<file path="config.mk">
export PLATFORM = sky130hd
export DESIGN_NAME = lcd_timing_gen
export DESIGN_NICKNAME = d
export VERILOG_FILES = /design/src/rtl/lcd_timing_gen.sv
export SDC_FILE = /design/constraint.sdc
export NUM_CORES = 1
export LEC_CHECK = 0
export CORE_MARGIN = 1.5
export CORE_UTILIZATION = 59
export DETAILED_ROUTE_END_ITERATION = 7
export PLACE_DENSITY = 0.85
export SLEW_MARGIN = 20
export SYNTH_ARGS = -nofsm -noshare
export SYNTH_HDL_FRONTEND = slang
export SYNTH_SLANG_ARGS = --single-unit
</file>
<file path="constraint.sdc">
create_clock -name clk -period 3.2 [get_ports clk]
set_input_delay 0.48 -clock clk [delete_from_list [all_inputs] [get_ports clk]]
set_output_delay 0.48 -clock clk [all_outputs]
set_load 0.005 [all_outputs]
</file>
<file path="src/rtl/lcd_timing_gen.sv">
// Video timing generator for the 800x480 TFT panel: syncs, DE and pixel coordinates,
// plus a fetch-request stream that runs PREFETCH clocks ahead of the display.
module lcd_timing_gen #(
   parameter int H_ACTIVE = 800,
   parameter int H_FP     = 210,
   parameter int H_SYNC   = 20,
   parameter int H_BP     = 26,
   parameter int V_ACTIVE = 480,
   parameter int V_FP     = 22,
   parameter int V_SYNC   = 10,
   parameter int V_BP     = 13,
   parameter int PREFETCH = 4
) (
   input  logic        clk,
   input  logic        rst,
   input  logic        en,
   output logic        hsync_n,
   output logic        vsync_n,
   output logic        de,
   output logic [10:0] x,
   output logic [9:0]  y,
   output logic        frame_start,
   output logic        line_start,
   output logic        req,
   output logic [10:0] req_x,
   output logic [9:0]  req_y
);
   localparam int H_TOTAL = H_ACTIVE + H_FP + H_SYNC + H_BP;
   localparam int V_TOTAL = V_ACTIVE + V_FP + V_SYNC + V_BP;

   localparam logic [10:0] H_LAST = 11'(H_TOTAL - 1);
   localparam logic [10:0] H_ACT  = 11'(H_ACTIVE);
   localparam logic [10:0] HS_BEG = 11'(H_ACTIVE + H_FP);
   localparam logic [10:0] HS_END = 11'(H_ACTIVE + H_FP + H_SYNC);
   localparam logic [10:0] DH_RST = 11'(H_TOTAL - PREFETCH);
   localparam logic [9:0]  V_LAST = 10'(V_TOTAL - 1);
   localparam logic [9:0]  V_ACT  = 10'(V_ACTIVE);
   localparam logic [9:0]  VS_BEG = 10'(V_ACTIVE + V_FP);
   localparam logic [9:0]  VS_END = 10'(V_ACTIVE + V_FP + V_SYNC);

   logic [10:0] dh_q, dh_d, rh_q, rh_d;
   logic [9:0]  dv_q, dv_d, rv_q, rv_d;
   logic        hsyncN_q, hsyncN_d, vsyncN_q, vsyncN_d, de_q, de_d;
   logic        frameStart_q, frameStart_d, lineStart_q, lineStart_d, req_q, req_d;
   logic [10:0] x_q, x_d, reqX_q, reqX_d;
   logic [9:0]  y_q, y_d, reqY_q, reqY_d;
   logic        dispActive, reqActive;

   assign dispActive = (dh_q < H_ACT) && (dv_q < V_ACT);
   assign reqActive  = (rh_q < H_ACT) && (rv_q < V_ACT);

   // The display and request counters wrap independently; the display simply
   // starts PREFETCH clocks earlier in the previous frame's last line.
   always_comb begin
      dh_d = dh_q;
      dv_d = dv_q;
      rh_d = rh_q;
      rv_d = rv_q;
      if (en) begin
         if (dh_q == H_LAST) begin
            dh_d = '0;
            dv_d = (dv_q == V_LAST) ? '0 : dv_q + 10'd1;
         end else begin
            dh_d = dh_q + 11'd1;
         end
         if (rh_q == H_LAST) begin
            rh_d = '0;
            rv_d = (rv_q == V_LAST) ? '0 : rv_q + 10'd1;
         end else begin
            rh_d = rh_q + 11'd1;
         end
      end
   end

   always_comb begin
      hsyncN_d     = hsyncN_q;
      vsyncN_d     = vsyncN_q;
      de_d         = de_q;
      frameStart_d = frameStart_q;
      lineStart_d  = lineStart_q;
      req_d        = req_q;
      x_d          = x_q;
      y_d          = y_q;
      reqX_d       = reqX_q;
      reqY_d       = reqY_q;
      if (en) begin
         de_d         = dispActive;
         hsyncN_d     = !((dh_q >= HS_BEG) && (dh_q < HS_END));
         vsyncN_d     = !((dv_q >= VS_BEG) && (dv_q < VS_END));
         frameStart_d = (dh_q == '0) && (dv_q == '0);
         lineStart_d  = (dh_q == '0) && (dv_q < V_ACT);
         req_d        = reqActive;
         if (dispActive) begin
            x_d = dh_q;
            y_d = dv_q;
         end
         if (reqActive) begin
            reqX_d = rh_q;
            reqY_d = rv_q;
         end
      end
   end

   always_ff @(posedge clk) begin
      if (rst) begin
         dh_q         <= DH_RST;
         dv_q         <= V_LAST;
         rh_q         <= '0;
         rv_q         <= '0;
         hsyncN_q     <= 1'b1;
         vsyncN_q     <= 1'b1;
         de_q         <= 1'b0;
         frameStart_q <= 1'b0;
         lineStart_q  <= 1'b0;
         req_q        <= 1'b0;
         x_q          <= '0;
         y_q          <= '0;
         reqX_q       <= '0;
         reqY_q       <= '0;
      end else begin
         dh_q         <= dh_d;
         dv_q         <= dv_d;
         rh_q         <= rh_d;
         rv_q         <= rv_d;
         hsyncN_q     <= hsyncN_d;
         vsyncN_q     <= vsyncN_d;
         de_q         <= de_d;
         frameStart_q <= frameStart_d;
         lineStart_q  <= lineStart_d;
         req_q        <= req_d;
         x_q          <= x_d;
         y_q          <= y_d;
         reqX_q       <= reqX_d;
         reqY_q       <= reqY_d;
      end
   end

   assign hsync_n     = hsyncN_q;
   assign vsync_n     = vsyncN_q;
   assign de          = de_q;
   assign x           = x_q;
   assign y           = y_q;
   assign frame_start = frameStart_q;
   assign line_start  = lineStart_q;
   assign req         = req_q;
   assign req_x       = reqX_q;
   assign req_y       = reqY_q;
endmodule
</file>
==> flow_summary.json, run 1 <==
{
  "outcome": "complete, no violations",
  "route.detailed.drc": 0,
  "p_clk_share_pct": 41.6,
  "grt_pass1_wl_um": 13880,
  "clock-root-buffer": "clkbuf_8",
  "firstDrtPassIters": 4,
  "synth.area.top_cells": "dfxtp_1 (47%), mux2i_1 (11%), nor2_1 (6.2%)",
  "wl_met1_um": 3640,
  "critPathMaxStageDelay_ns": 0.72,
  "crit_end": "rv_q[4]",
  "dpl_worst_slack_ns": 0.5039,
  "dr_wl_met2_um": 3750,
  "hold_buffers": 0,
  "final_max_slew_viol_count": 0,
  "hp-class": "flip-flop to flip-flop",
  "fmax_mhz": 418.2,
  "worst_path_max_delay_cell": "or4b_2",
  "setup_tns_ns": 0,
  "area_growth_pct": 19.75,
  "cts_tree": "done",
  "drive_gt1_share_pct": 6.197,
  "r2r-start": "dh_q[1]",
  "cp.arrival_ns": 2.69,
  "synth.avg_cell_area_um2": 9.216,
  "reg2regPathDepth": 5,
  "synth.largest_area_cell": "dfxtp_1",
  "start_kind": "input port",
  "sw_frac_of_total_pct": 22.36,
  "ant_nets": 0,
  "r2r-end": "dv_q[4]",
  "cts.htree.levels": 3,
  "pin_count": 51,
  "hold_viol_final": 0,
  "grt_pass1_vias": 3008,
  "maxCapViolCount": 0,
  "rsz0062_at_grt": "false",
  "synth.cell_area_mm2": 0.003852,
  "die_area_mm2": 0.007023,
  "p_sw_w": 0.0004669,
  "final.setup_skew_ns": 0.008097,
  "cts_sinks": 90,
  "yosysSeqAreaShare_pct": 46.77,
  "critPathMaxFanout": 11,
  "antenna_cells": 0,
  "synthFlopType": "dfxtp_1",
  "fin_crit_ns": 2.391,
  "startpoint": "en",
  "cp.required_ns": 3.49,
  "viasPerCell": 5.851,
  "yosysTopAreaCellShare_pct": 46.77,
  "fin_ws_ns": 0.8086,
  "synth_warnings": 0,
  "async_flop_share_pct": 0,
  "period_share_pct": 74.73,
  "setup_viol": 0,
  "dp_hpwl_um": 5340,
  "die_h_um": 83.81,
  "initial_core_util_pct": 61.02,
  "coreArea_mm2": 0.006314,
  "clk_latency_ns": 0.36,
  "core.rowCount": 29,
  "numCtsBuffers": 9,
  "num_vias": 3189,
  "top_layer": "met4",
  "gp_congestion": 0.9202,
  "path_clk_slew_ns": 0.08,
  "p_per_area_mw_per_mm2": 452.6,
  "total_power_w": 0.002088,
  "power_leakage_nw": 1.854,
  "portBuffers": 50,
  "synth_edf_count": 0,
  "pwr-share-seq_pct": 54.7,
  "die_x_um": 83.81,
  "wl_per_cell_um": 14.59,
  "hold_start": "x[9]",
  "slew_headroom_pct": 51.42,
  "grt_usage_pct": 24.12,
  "path_cells": "clkdlybuf4s50_1, and4_1, nand4_1, or4b_2, a21oi_1",
  "ctsResizeCount": 0,
  "nets": 474,
  "fin_area_mm2": 0.004613,
  "overflow": 0,
  "peakVddDrop_uv": 335.7,
  "antenna_found_initial": 0,
  "wl_um": 7953,
  "internal_power_w": 0.001621,
  "endpoint_kind": "flip-flop",
  "post_cts_buffers": 0,
  "dr_wl_met3_um": 372,
  "postSynthCellCount": 418,
  "synth.distinct_cells": 45,
  "path_class": "input port to flip-flop",
  "grt_max_degree": 34,
  "synth_nets": 429,
  "p_comb_share_pct": 3.7,
  "drt_iter0_drc": 273,
  "r2r_setup_slack_ns": 1.04,
  "clockBufferDepth": 2,
  "dpl_cell_area_mm2": 0.004387,
  "tightestPinTransition_ns": 0.7232,
  "ys_ff_latch": 90
}
## how the worst min path moves through the flow
| stage | depth (start not counted) | slack [ns] | end |
|---|---|---|---|
| after floorplan | 2 | 0.45 | x[8] |
| final | 2 | 0.46 | x[9] |
| after global routing | 2 | 0.49 | req |
| after CTS | 2 | 0.46 | x[9] |
| after global placement | 2 | 0.44 | x[9] |
| after detailed placement | 2 | 0.45 | x[9] |
## cell type report
class / count / area [um2]
fillers: 477 / 1700
flip-flops and latches: 90 / 1802
clock inverters: 6 / 88.84
inverters: 13 / 48.80
well taps: 77 / 96.34
repair buffers: 55 / 533.0
multi-input cells: 294 / 1907
clock buffers: 10 / 137.6
## power groups by stage
stage / clock [W] / combinational, W / sequential, W
after floorplan: 0 / 0.0000560 / 0.00116
after global placement: 0 / 0.0000743 / 0.00117
after detailed placement: 0 / 0.0000768 / 0.00117
after CTS: 0.000879 / 0.0000775 / 0.00114
after global routing: 0.000927 / 0.0000867 / 0.00115
final: 0.000868 / 0.0000770 / 0.00114
## cells by family after synthesis
logic type | Yosys count | share of synthesized area, %
fa+ha+maj | 8 | 2.598
xor+xnor | 19 | 4.320
buf+inv | 34 | 3.735
compound gates | 56 | 8.964
simple gates | 169 | 22.70
mux | 42 | 10.91
flops | 90 | 46.77
## cells in the final DEF, fill, tap and decap left out, types with 9 or more instances in the layout
| cell type | count |
|---|---|
| dfxtp_1 | 90 |
| nand3_1 | 14 |
| clkdlybuf4s50_1 | 49 |
| nor2_1 | 64 |
| xnor2_1 | 11 |
| mux2i_1 | 42 |
| o21ai_0 | 18 |
| or4_1 | 9 |
| clkbuf_8 | 10 |
| nand4_1 | 16 |
| a21oi_1 | 17 |
| inv_1 | 12 |
| nand2_1 | 24 |
## layer usage
metal / track usage (%) / vias up
met5: 0 / -
met4: 11.62 / 0
met3: 4.451 / 18
met2: 37.83 / 84
met1: 32.14 / 1509
li1: - / 1578
## sequential cells by signal, indices dropped and copies added (netlist names), 10 cells and up
name	count
dh_q	11
req_x	11
rh_q	11
x	11
dv_q	10
req_y	10
rv_q	10
y	10
## metrics by stage
step | instances | util (%) | hold WS (ns)
after floorplan | 418 | - | 0.4470
after CTS | 545 | 73.07 | 0.4608
final | 545 | 73.07 | 0.4575
after global placement | 529 | 69.48 | 0.4436
after detailed placement | 529 | 69.48 | 0.4471
after global routing | 545 | 73.07 | 0.4915
## synthesized netlist by cell type, drive strengths merged (3+ instances only)
cell type / n
and2: 3
nor2: 64
xnor2: 11
o21ai: 18
clkbuf: 11
ha: 8
nor3: 7
nand2: 24
dfxtp: 90
buf: 10
and4: 6
a211oi: 3
nand3: 14
nor3b: 4
inv: 12
nand4: 16
or3: 6
mux2i: 42
xor2: 8
and3: 9
o31ai: 4
or4: 10
a21oi: 17
## critical path: cells and delay by family
kind,cells,cell delay (ns)
AO/OA/AOI/OAI,1,0.16
buffers and inverters,1,0.70
AND/OR/NAND/NOR,3,1.33
Power figures use the tool's default switching activity.
==> run 2, diff against run 1 <==
--- a/config.mk
+++ b/config.mk
@@ -6,9 +6,9 @@
 export NUM_CORES = 1
 export LEC_CHECK = 0
 export CORE_MARGIN = 1.5
-export CORE_UTILIZATION = 59
+export CORE_UTILIZATION = 55
 export DETAILED_ROUTE_END_ITERATION = 7
-export PLACE_DENSITY = 0.85
+export PLACE_DENSITY = 0.8
 export SLEW_MARGIN = 20
 export SYNTH_ARGS = -nofsm -noshare
 export SYNTH_HDL_FRONTEND = slang
==> constraint.sdc (replaced) <==
create_clock -name clk -period 2.4 [get_ports clk]
set_input_delay 0.36 -clock clk [delete_from_list [all_inputs] [get_ports clk]]
set_output_delay 0.36 -clock clk [all_outputs]
set_load 0.005 [all_outputs]
==> flow_summary.json, run 2 (synthesis results as in run 1) <==
{
  "pwr-share-seq_pct": 54.8,
  "antenna_cells": 0,
  "die_x_um": 86.69,
  "coreArea_mm2": 0.006794,
  "setup_tns_ns": 0,
  "gp_congestion": 0.9049,
  "pin_count": 51,
  "portBuffers": 50,
  "grt_usage_pct": 23.85,
  "cp.required_ns": 2.70,
  "rsz0062_at_grt": "false",
  "maxCapViolCount": 0,
  "dp_hpwl_um": 5593,
  "path_clk_slew_ns": 0.09,
  "initial_core_util_pct": 56.70,
  "outcome": "complete, no violations",
  "grt_max_degree": 31,
  "drt_iter0_drc": 196,
  "final_max_slew_viol_count": 0,
  "dpl_worst_slack_ns": -0.1162,
  "final.setup_skew_ns": 0.009589,
  "cts.htree.levels": 3,
  "wl_per_cell_um": 14.67,
  "final_common_cell": "dfxtp_1",
  "fin_ws_ns": 0.2310,
  "r2r-end": "dv_q[7]",
  "slew_headroom_pct": 51.29,
  "overflow": 0,
  "grt_pass1_wl_um": 14080,
  "fmax_mhz": 461.0,
  "cts_tree": "done",
  "r2r_setup_slack_ns": 0.31,
  "path_class": "input port to flip-flop",
  "nets": 483,
  "core.rowCount": 30,
  "reg2regPathDepth": 5,
  "p_clk_share_pct": 41.3,
  "firstDrtPassIters": 5,
  "numCtsBuffers": 9,
  "p_sw_w": 0.0005942,
  "final_cell_mix": "dfxtp_1 (90), nor2_1 (64), clkdlybuf4s50_1 (49), mux2i_1 (42), nand2_1 (24)",
  "hold_buffers": 0,
  "period_share_pct": 90.37,
  "cp.arrival_ns": 2.47,
  "startpoint": "en",
  "dpl_cell_area_mm2": 0.004491,
  "crit_end": "rv_q[4]",
  "r2r-start": "dh_q[1]",
  "internal_power_w": 0.002189,
  "route.detailed.drc": 0,
  "die_area_mm2": 0.007515,
  "fin_crit_ns": 2.169,
  "setup_viol": 0,
  "grt_pass1_vias": 2981,
  "wl_um": 8390,
  "fin_area_mm2": 0.004710,
  "sw_frac_of_total_pct": 21.35,
  "clockBufferDepth": 2,
  "drive_gt1_share_pct": 7.353,
  "endpoint_kind": "flip-flop",
  "peakVddDrop_uv": 346.7,
  "critPathMaxFanout": 9,
  "p_per_area_mw_per_mm2": 590.9,
  "area_growth_pct": 22.25,
  "clock-root-buffer": "clkbuf_8",
  "start_kind": "input port",
  "post_cts_buffers": 0,
  "clk_latency_ns": 0.36,
  "total_power_w": 0.002783,
  "hold_viol_final": 0,
  "hp-class": "input port to flip-flop",
  "die_h_um": 86.69,
  "ctsResizeCount": 0,
  "cts_sinks": 90,
  "antenna_found_initial": 0,
  "tightestPinTransition_ns": 0.7251,
  "power_leakage_nw": 1.905,
  "p_comb_share_pct": 3.9,
  "postLayoutCoreUtil_pct": 69.32,
  "ant_nets": 0,
  "num_vias": 3240,
  "viasPerCell": 5.664,
  "nFillCells": 537
}
-- run 2: layout make-up --
type | instances | area [um2] | area share, %
clock inverter | 2 | 60.06 | 1.275
timing repair buffer | 64 | 613.1 | 13.02
clock buffer | 13 | 158.9 | 3.374
multi-input combinational | 294 | 1907 | 40.49
sequential | 90 | 1802 | 38.26
tap | 96 | 120.1 | 2.550
inverter | 13 | 48.80 | 1.036
-- run 2: per-layer routing --
| metal | GRT usage, % | up-vias | share of wire [%] |
|---|---|---|---|
| met3 | 5.333 | 14 | 4.2 |
| met5 | 0 | - | 0 |
| met2 | 37.57 | 84 | 48 |
| met4 | 10.12 | 0 | 1.9 |
| met1 | 31.59 | 1554 | 46 |
| li1 | - | 1588 | - |
-- run 2: worst min path at each step --
stage	from	cells after the start	slack (ns)	endpoint
after floorplan	x[8]	2	0.45	x[8]
after global placement	req	2	0.45	req
after detailed placement	x[9]	2	0.45	x[9]
after CTS	rst	2	0.37	y[1]
after global routing	rst	2	0.39	y[0]
final	rst	2	0.37	y[1]
-- run 2: stage by stage --
step	std cells	hold WS (ns)
2_1_floorplan	418	0.4470
3_3_place_gp	557	0.4454
3_5_place_dp	557	0.4472
4_1_cts	572	0.3676
5_1_grt	572	0.3903
6_report	572	0.3734
-- run 2: power by group through the flow --
stage / Sequential [W] / Clock, W / Combinational (W)
global route: 0.00153 / 0.00122 / 0.000122
global placement: 0.00156 / 0 / 0.000105
finish: 0.00152 / 0.00115 / 0.000110
CTS: 0.00153 / 0.00116 / 0.000110
floorplan: 0.00155 / 0 / 0.0000746
detailed placement: 0.00156 / 0 / 0.000109
-- run 2: worst max-delay path, cell delays in order --
cell and delay (ns):
clkdlybuf4s50_1 0.70, and4_1 0.28, nand4_1 0.27, or4b_2 0.68, a21oi_1 0.16
==> run 3, diff against run 2 <==
==> constraint.sdc (replaced) <==
create_clock -name clk -period 2.4 [get_ports clk]
set_input_delay 0.36 -clock clk [delete_from_list [all_inputs] [get_ports clk]]
set_output_delay 0.36 -clock clk [all_outputs]
set_load 0.02 [all_outputs]
==> results of run 3 <==
The final DEF is identical to that of run 2. Status: complete, no violations.
Main changes from that run: total power 0.002783 W -> 0.002787 W
